$ cat src/rtl/int_regfile_write_arbiter.sv
// Purpose: shares NUM_PORTS register-file write ports among NUM_REQ lanes, each with a DEPTH-entry writeback FIFO.
// Latency: at least 1 cycle from request to wp_we (no same-cycle bypass); grants are combinational from FIFO heads.
// Backpressure: req_ready[i] drops while lane i is full; stall blocks grants only, not enqueue or dead-head pops.
// Optional: define RF_WRITE_ARB_PERF_COUNTER_EN to build the saturating port-conflict counter.
module int_regfile_write_arbiter #(
  parameter int NUM_REQ       = 4,
  parameter int NUM_PORTS     = 2,
  parameter int DEPTH         = 2,
  parameter int REG_NUM_WIDTH = 7,
  parameter int DATA_WIDTH    = 32,
  parameter int AL_PTR_WIDTH  = 6,
  localparam int SRC_W        = (NUM_REQ > 1) ? $clog2(NUM_REQ) : 1
) (
  input  logic                               clk,
  input  logic                               rst,
  input  logic                               stall,
  input  logic [NUM_REQ-1:0]                 req_valid,
  output logic [NUM_REQ-1:0]                 req_ready,
  input  logic [NUM_REQ*REG_NUM_WIDTH-1:0]   req_reg_num,
  input  logic [NUM_REQ*DATA_WIDTH-1:0]      req_data,
  input  logic [NUM_REQ*AL_PTR_WIDTH-1:0]    req_al_ptr,
  input  logic                               flush_valid,
  input  logic [AL_PTR_WIDTH-1:0]            flush_head_ptr,
  input  logic [AL_PTR_WIDTH-1:0]            flush_tail_ptr,
  output logic [NUM_PORTS-1:0]               wp_we,
  output logic [NUM_PORTS*REG_NUM_WIDTH-1:0] wp_reg_num,
  output logic [NUM_PORTS*DATA_WIDTH-1:0]    wp_data,
  output logic [NUM_PORTS*SRC_W-1:0]         wp_src,
  output logic [NUM_REQ-1:0]                 pending,
  output logic [31:0]                        perf_conflict_count
);

  localparam int PTR_W = $clog2(DEPTH);
  localparam int CNT_W = $clog2(DEPTH + 1);

  // Per-lane FIFO state. An entry is live only while it is stored and not flushed;
  // popping always clears the live bit so pending can be a plain OR over live bits.
  logic [CNT_W-1:0]         r_count  [NUM_REQ];
  logic [PTR_W-1:0]         r_rd_ptr [NUM_REQ];
  logic [PTR_W-1:0]         r_wr_ptr [NUM_REQ];
  logic [DEPTH-1:0]         r_live   [NUM_REQ];
  logic [REG_NUM_WIDTH-1:0] r_reg_num[NUM_REQ][DEPTH];
  logic [DATA_WIDTH-1:0]    r_data   [NUM_REQ][DEPTH];
  logic [AL_PTR_WIDTH-1:0]  r_al_ptr [NUM_REQ][DEPTH];
  logic [SRC_W-1:0]         r_rr_ptr;

  logic [NUM_REQ-1:0] w_head_live;
  logic [NUM_REQ-1:0] w_head_flush;
  logic [NUM_REQ-1:0] w_elig;
  logic [NUM_REQ-1:0] w_dead_pop;
  logic [NUM_REQ-1:0] w_enq;
  logic [NUM_REQ-1:0] w_enq_live;
  logic [NUM_REQ-1:0] w_grant;
  logic [NUM_REQ-1:0] w_pop;
  logic               w_any_grant;
  logic [SRC_W-1:0]   w_last_lane;

  // Active-list range test; head == tail is an empty range, head > tail wraps.
  function automatic logic in_range(input logic [AL_PTR_WIDTH-1:0] p,
                                    input logic [AL_PTR_WIDTH-1:0] head,
                                    input logic [AL_PTR_WIDTH-1:0] tail);
    if (head <= tail) return (p >= head) && (p < tail);
    else              return (p >= head) || (p < tail);
  endfunction

  // Per-lane head status, enqueue handshake and flush classification.
  always_comb begin
    req_ready    = '0;
    pending      = '0;
    w_head_live  = '0;
    w_head_flush = '0;
    w_elig       = '0;
    w_dead_pop   = '0;
    w_enq        = '0;
    w_enq_live   = '0;
    for (int i = 0; i < NUM_REQ; i++) begin
      req_ready[i]    = (r_count[i] < CNT_W'(DEPTH));
      pending[i]      = |r_live[i];
      w_head_live[i]  = r_live[i][r_rd_ptr[i]];
      w_head_flush[i] = flush_valid &&
                        in_range(r_al_ptr[i][r_rd_ptr[i]], flush_head_ptr, flush_tail_ptr);
      // Gating with rst keeps the reset cycle itself free of writes.
      w_elig[i]       = w_head_live[i] && !w_head_flush[i] && !stall && !rst;
      w_dead_pop[i]   = (r_count[i] != '0) && !w_head_live[i];
      w_enq[i]        = req_valid[i] && req_ready[i];
      w_enq_live[i]   = !(flush_valid &&
                          in_range(req_al_ptr[i*AL_PTR_WIDTH +: AL_PTR_WIDTH],
                                   flush_head_ptr, flush_tail_ptr));
    end
  end

  // Round-robin scan from r_rr_ptr; the k-th eligible lane found drives port k.
  always_comb begin
    int               n_grant;
    int               lane;
    logic [SRC_W-1:0] lane_idx;
    n_grant     = 0;
    lane        = 0;
    lane_idx    = '0;
    w_grant     = '0;
    w_any_grant = 1'b0;
    w_last_lane = '0;
    wp_we       = '0;
    wp_reg_num  = '0;
    wp_data     = '0;
    wp_src      = '0;
    for (int k = 0; k < NUM_REQ; k++) begin
      lane     = (int'(r_rr_ptr) + k) % NUM_REQ;
      lane_idx = SRC_W'(lane);
      if (w_elig[lane_idx] && (n_grant < NUM_PORTS)) begin
        w_grant[lane_idx] = 1'b1;
        w_any_grant       = 1'b1;
        w_last_lane       = lane_idx;
        for (int p = 0; p < NUM_PORTS; p++) begin
          if (p == n_grant) begin
            wp_we[p]                                     = 1'b1;
            wp_reg_num[p*REG_NUM_WIDTH +: REG_NUM_WIDTH] = r_reg_num[lane_idx][r_rd_ptr[lane_idx]];
            wp_data[p*DATA_WIDTH +: DATA_WIDTH]          = r_data[lane_idx][r_rd_ptr[lane_idx]];
            wp_src[p*SRC_W +: SRC_W]                     = lane_idx;
          end
        end
        n_grant = n_grant + 1;
      end
    end
  end

  assign w_pop = w_grant | w_dead_pop;

  // FIFO control state and round-robin pointer; flush kill, pop and enqueue all in one edge.
  always_ff @(posedge clk) begin
    if (rst) begin
      for (int i = 0; i < NUM_REQ; i++) begin
        r_count[i]  <= '0;
        r_rd_ptr[i] <= '0;
        r_wr_ptr[i] <= '0;
        r_live[i]   <= '0;
      end
      r_rr_ptr <= '0;
    end else begin
      for (int i = 0; i < NUM_REQ; i++) begin
        if (flush_valid) begin
          for (int d = 0; d < DEPTH; d++) begin
            if (in_range(r_al_ptr[i][d], flush_head_ptr, flush_tail_ptr)) r_live[i][d] <= 1'b0;
          end
        end
        if (w_pop[i]) begin
          r_live[i][r_rd_ptr[i]] <= 1'b0;
          r_rd_ptr[i]            <= r_rd_ptr[i] + 1'b1;
        end
        // Enqueue slot never aliases the popped slot: that needs count 0 (no pop) or full (no enqueue).
        if (w_enq[i]) begin
          r_live[i][r_wr_ptr[i]] <= w_enq_live[i];
          r_wr_ptr[i]            <= r_wr_ptr[i] + 1'b1;
        end
        if (w_enq[i] && !w_pop[i])      r_count[i] <= r_count[i] + 1'b1;
        else if (!w_enq[i] && w_pop[i]) r_count[i] <= r_count[i] - 1'b1;
      end
      if (w_any_grant) begin
        r_rr_ptr <= (w_last_lane == SRC_W'(NUM_REQ - 1)) ? '0 : w_last_lane + 1'b1;
      end
    end
  end

  // Payload storage needs no reset; the live bits decide what is meaningful.
  always_ff @(posedge clk) begin
    for (int i = 0; i < NUM_REQ; i++) begin
      if (w_enq[i]) begin
        r_reg_num[i][r_wr_ptr[i]] <= req_reg_num[i*REG_NUM_WIDTH +: REG_NUM_WIDTH];
        r_data[i][r_wr_ptr[i]]    <= req_data[i*DATA_WIDTH +: DATA_WIDTH];
        r_al_ptr[i][r_wr_ptr[i]]  <= req_al_ptr[i*AL_PTR_WIDTH +: AL_PTR_WIDTH];
      end
    end
  end

`ifdef RF_WRITE_ARB_PERF_COUNTER_EN
  logic [31:0] r_perf_cnt;
  logic        w_conflict;

  // A conflict cycle is one with more eligible lanes than write ports.
  always_comb begin
    int n_elig;
    n_elig = 0;
    for (int i = 0; i < NUM_REQ; i++) begin
      if (w_elig[i]) n_elig = n_elig + 1;
    end
    w_conflict = (n_elig > NUM_PORTS);
  end

  // Saturating conflict counter.
  always_ff @(posedge clk) begin
    if (rst)                                  r_perf_cnt <= '0;
    else if (w_conflict && (r_perf_cnt != '1)) r_perf_cnt <= r_perf_cnt + 32'd1;
  end

  assign perf_conflict_count = r_perf_cnt;
`else
  assign perf_conflict_count = '0;
`endif

endmodule

$ cat config.mk
export PLATFORM = sky130hd
export DESIGN_NAME = int_regfile_write_arbiter
export DESIGN_NICKNAME = d
export VERILOG_FILES = /design/src/rtl/int_regfile_write_arbiter.sv
export SDC_FILE = /design/constraint.sdc
export NUM_CORES = 1
export LEC_CHECK = 0
export BUFFER_PORTS_ARGS = -buffer_cell sky130_fd_sc_hd__buf_2
export CORE_MARGIN = 2
export CORE_UTILIZATION = 35
export DETAILED_ROUTE_END_ITERATION = 8
export PLACE_DENSITY = 0.51
export SLEW_MARGIN = 25
export SYNTH_ARGS = -nofsm -noshare
export SYNTH_HDL_FRONTEND = slang
export SYNTH_SLANG_ARGS = --single-unit
$ cat constraint.sdc
create_clock -name clk -period 7.52 [get_ports clk]
set_clock_uncertainty 0.2 [all_clocks]
set_input_delay 0.376 -clock clk [delete_from_list [all_inputs] [get_ports clk]]
set_output_delay 0.376 -clock clk [all_outputs]
set_load 0.02 [all_outputs]
==> results.sh <==
export IMPL_holdPathEnd="r_wr_ptr[3]$_DFFE_PP_"
export IMPL_whs_ps=46.8
export IMPL_synth_top_cell_area_share_pct=39.9
export IMPL_max_slew_margin_pct=24.6
export IMPL_wl_per_cell_um=27.9
export IMPL_totalWireLength_mm=101
export IMPL_crit_path_end_kind="output pin"
export IMPL_overflow=0
export IMPL_routed_top_layer="met5"
export IMPL_fillers=7525
export IMPL_post_synth_top_count_cell="edfxtp_1"
export IMPL_synth_edf_count=384
export IMPL_place_area_um2=31700
export IMPL_grt_pass1_vias=22086
export IMPL_worstSetupStartpointType="register"
export IMPL_layout_setup_ws_ps=261
export IMPL_initial_core_util_pct=35.3
export IMPL_ff2ff_path_depth=22
export IMPL_cts_buffers=49
export IMPL_clock_fmax_mhz=138
export IMPL_timing_final_crit_period_ps=7260
export IMPL_rows=105
export IMPL_dp_slack_ps=492
export IMPL_die_w_um=291
export IMPL_hold_viol=0
export IMPL_crit_fanout=20
export IMPL_post_route_period_util_pct=96.5
export IMPL_ys_types=67
export IMPL_grt_start_max_net_pins=165
export IMPL_worst_ep_arrival_time_ps=6680
export IMPL_nets=2913
export IMPL_htree_levels=2
export IMPL_met1_length_mm=41.8
export IMPL_setup_viol=0
export IMPL_drt_iter0_markers=1843
export IMPL_ant_nets=0
export IMPL_regArea_um2=11600
export IMPL_drt_pass1_iter_count=6
export IMPL_cts_buffer_depth=3
export IMPL_grt_usage_pct=23.1
export IMPL_wl_met2_mm=48.3
export IMPL_cts_tree="done"
export IMPL_multi_input_area_um2=16500
export IMPL_hold_depth=3
export IMPL_antenna_found_initial=9
export IMPL_hp_start="req_valid[3]"
export IMPL_r2r_slack_ps=1160
export IMPL_crit_required_ps=6940
export IMPL_leakage_nw=13.4
export IMPL_ys_ff_latch=388
export IMPL_fin_setup_tns_ps=0
export IMPL_netlist_area_um2=28900
export IMPL_hold_class="in -> reg"
export IMPL_grt_pass1_wl_mm=148
export IMPL_yosys_top_cells_count="edfxtp_1 (384), mux4_2 (317), mux2i_1 (198), ha_1 (194), nor2_1 (98)"
export IMPL_p_per_area_nw_per_um2=374
export IMPL_outcome="finished clean"
export IMPL_portBuffers=291
export IMPL_hpwlAfterDp_mm=64.9
export IMPL_report_final_slew_viol_count=0
export IMPL_synth_largest_area_cell="edfxtp_1"
export IMPL_vdd_ir_drop_max_mv=0.570
export IMPL_vias=21636
export IMPL_seq_area_frac_synth_pct=40.2
export IMPL_reg2reg_from="r_rd_ptr[1]$_SDFFCE_PP0P_"
export IMPL_netlist_top_cells_area="edfxtp_1 (40%), mux4_2 (25%), ha_1 (8.4%), mux2i_1 (6.9%), mux2_2 (2.5%)"
export IMPL_globalplace_congestion=0.828
export IMPL_cap_violations=0
export IMPL_drive_gt1_share_pct=34.0
export IMPL_die_h_um=291
export IMPL_area_growth_pct=22.1
export IMPL_avgSynthCellArea_um2=14.0
export IMPL_avgViaCountPerCell=5.96
export IMPL_synthArstFlopShare_pct=0
export IMPL_io_pins=324
export IMPL_design_area_um2=35300
export IMPL_cts_clk_slew_worst_paths_ps=60
export IMPL_yosysWarnings=0
export IMPL_reg2reg_to="r_count[1][0]$_SDFFCE_PN0P_"
export IMPL_critPathKind="reg -> out"
export IMPL_synth_ff_type="edfxtp_1"
export IMPL_die_area_um2=84900
export IMPL_syn_instance_count=2065
export IMPL_cts_sinks=388
export IMPL_clkLatencyLatePin_ps=610
export IMPL_route_met3_wl_mm=7.90
export IMPL_cts_root_buf="clkbuf_16"
export IMPL_drc=0
export IMPL_fp_coreArea_um2=82000
export IMPL_worst_pin_slew_ps=1130
[layout by cell type, fill, tap and decap left out, types with 63 or more instances in the layout]
master | synthesis | layout
edfxtp_1 | 384 | 384
mux4_2 | 317 | 315
buf_2 | 17 | 290
mux2i_1 | 198 | 198
ha_1 | 194 | 193
dlygate4sd3_1 | 0 | 180
nor2_1 | 98 | 94
a21oi_1 | 89 | 86
nand2_1 | 80 | 77
mux2_2 | 64 | 64
buf_4 | 37 | 63
[power by group]
| group | switching (W) | internal, W |
|---|---|---|
| sequential | 0.000392 | 0.00278 |
| clock | 0.000986 | 0.00134 |
| combinational | 0.00417 | 0.00352 |
| total | 0.00555 | 0.00764 |
[sequential cells by signal, summed over array words and instances, names as in the netlist, named ones only]
register and count:
r_data 256, r_reg_num 56, r_al_ptr 48, r_count 8, r_live 8, r_rd_ptr 4
r_wr_ptr 4, r_rr_ptr 2
[routing by layer]
layer | global-route usage [%] | up-vias
met5 | 0 | -
li1 | - | 9297
met4 | 7.74 | 10
met1 | 30.8 | 10941
met2 | 37.9 | 1165
met3 | 4.40 | 223
[per-stage QoR]
stage                     util [%]  total power (W)  cells
after global routing          43.1           0.0139   3629
after CTS                     42.8           0.0132   3617
final                         43.1           0.0132   3632
after detailed placement      38.6           0.0107   3341
after floorplan                  -          0.00853   2096
after global placement        38.6           0.0106   3339
[final cells by class]
class / instances / share of cell area [%]
repair buffers: 549 / 11.5
diodes: 6 / 0.0425
multi-input cells: 1473 / 46.7
clock inverters: 31 / 0.875
clock buffers: 58 / 3.57
well taps: 1070 / 3.79
inverters: 57 / 0.620
flip-flops and latches: 388 / 32.9
[worst max-delay path by stage]
| stage | to | start | depth (start not counted) |
|---|---|---|---|
| CTS | wp_src[0] | r_rd_ptr[2]$_SDFFCE_PP0P_ | 25 |
| detailed placement | wp_data[41] | r_rd_ptr[2]$_SDFFCE_PP0P_ | 24 |
| global route | wp_src[0] | r_rd_ptr[1]$_SDFFCE_PP0P_ | 24 |
| floorplan | wp_data[33] | r_rd_ptr[1]$_SDFFCE_PP0P_ | 26 |
| global placement | wp_data[27] | r_rd_ptr[2]$_SDFFCE_PP0P_ | 24 |
| finish | wp_data[8] | r_rd_ptr[1]$_SDFFCE_PP0P_ | 24 |
[cell families (layout without fill, tap and decap cells)]
group	after synthesis	count (layout)	share of synthesized area, %
mux	580	580	34.1
buf+inv	235	695	3.61
xor+xnor	4	4	0.121
flops	388	388	40.2
other cells	1	38	0.0130
compound gates	342	342	7.93
simple gates	305	305	5.05
fa+ha+maj	210	210	8.99
[worst max-delay path, cell delays in order, from the launching register on]
cell and delay [ps]:
edfxtp_1 460, mux2_2 390, ha_1 310, and3_1 190
a221o_1 340, a21oi_1 160, a21oi_1 60, o2111a_1 300
mux4_4 670, ha_1 270, or4_1 520, a21oi_2 190
a221oi_2 50, buf_4 170, inv_2 60, fa_1 200
nor3_1 80, a21oi_2 240, nand2_2 140, nor3b_4 180
buf_4 190, buf_6 220, a211oi_1 400, a21oi_1 70
buf_2 180
[repair_timing]
item,in CTS,in global routing
hold buffers,180,0
setup buffers,7,6
pin swaps,1,1
resized for setup,1,12
setup endpoints to repair,18,71
endpoints found under the hold margin,360,0
cloned,0,2
No activity file was read; power rests on OpenSTA's default activity.
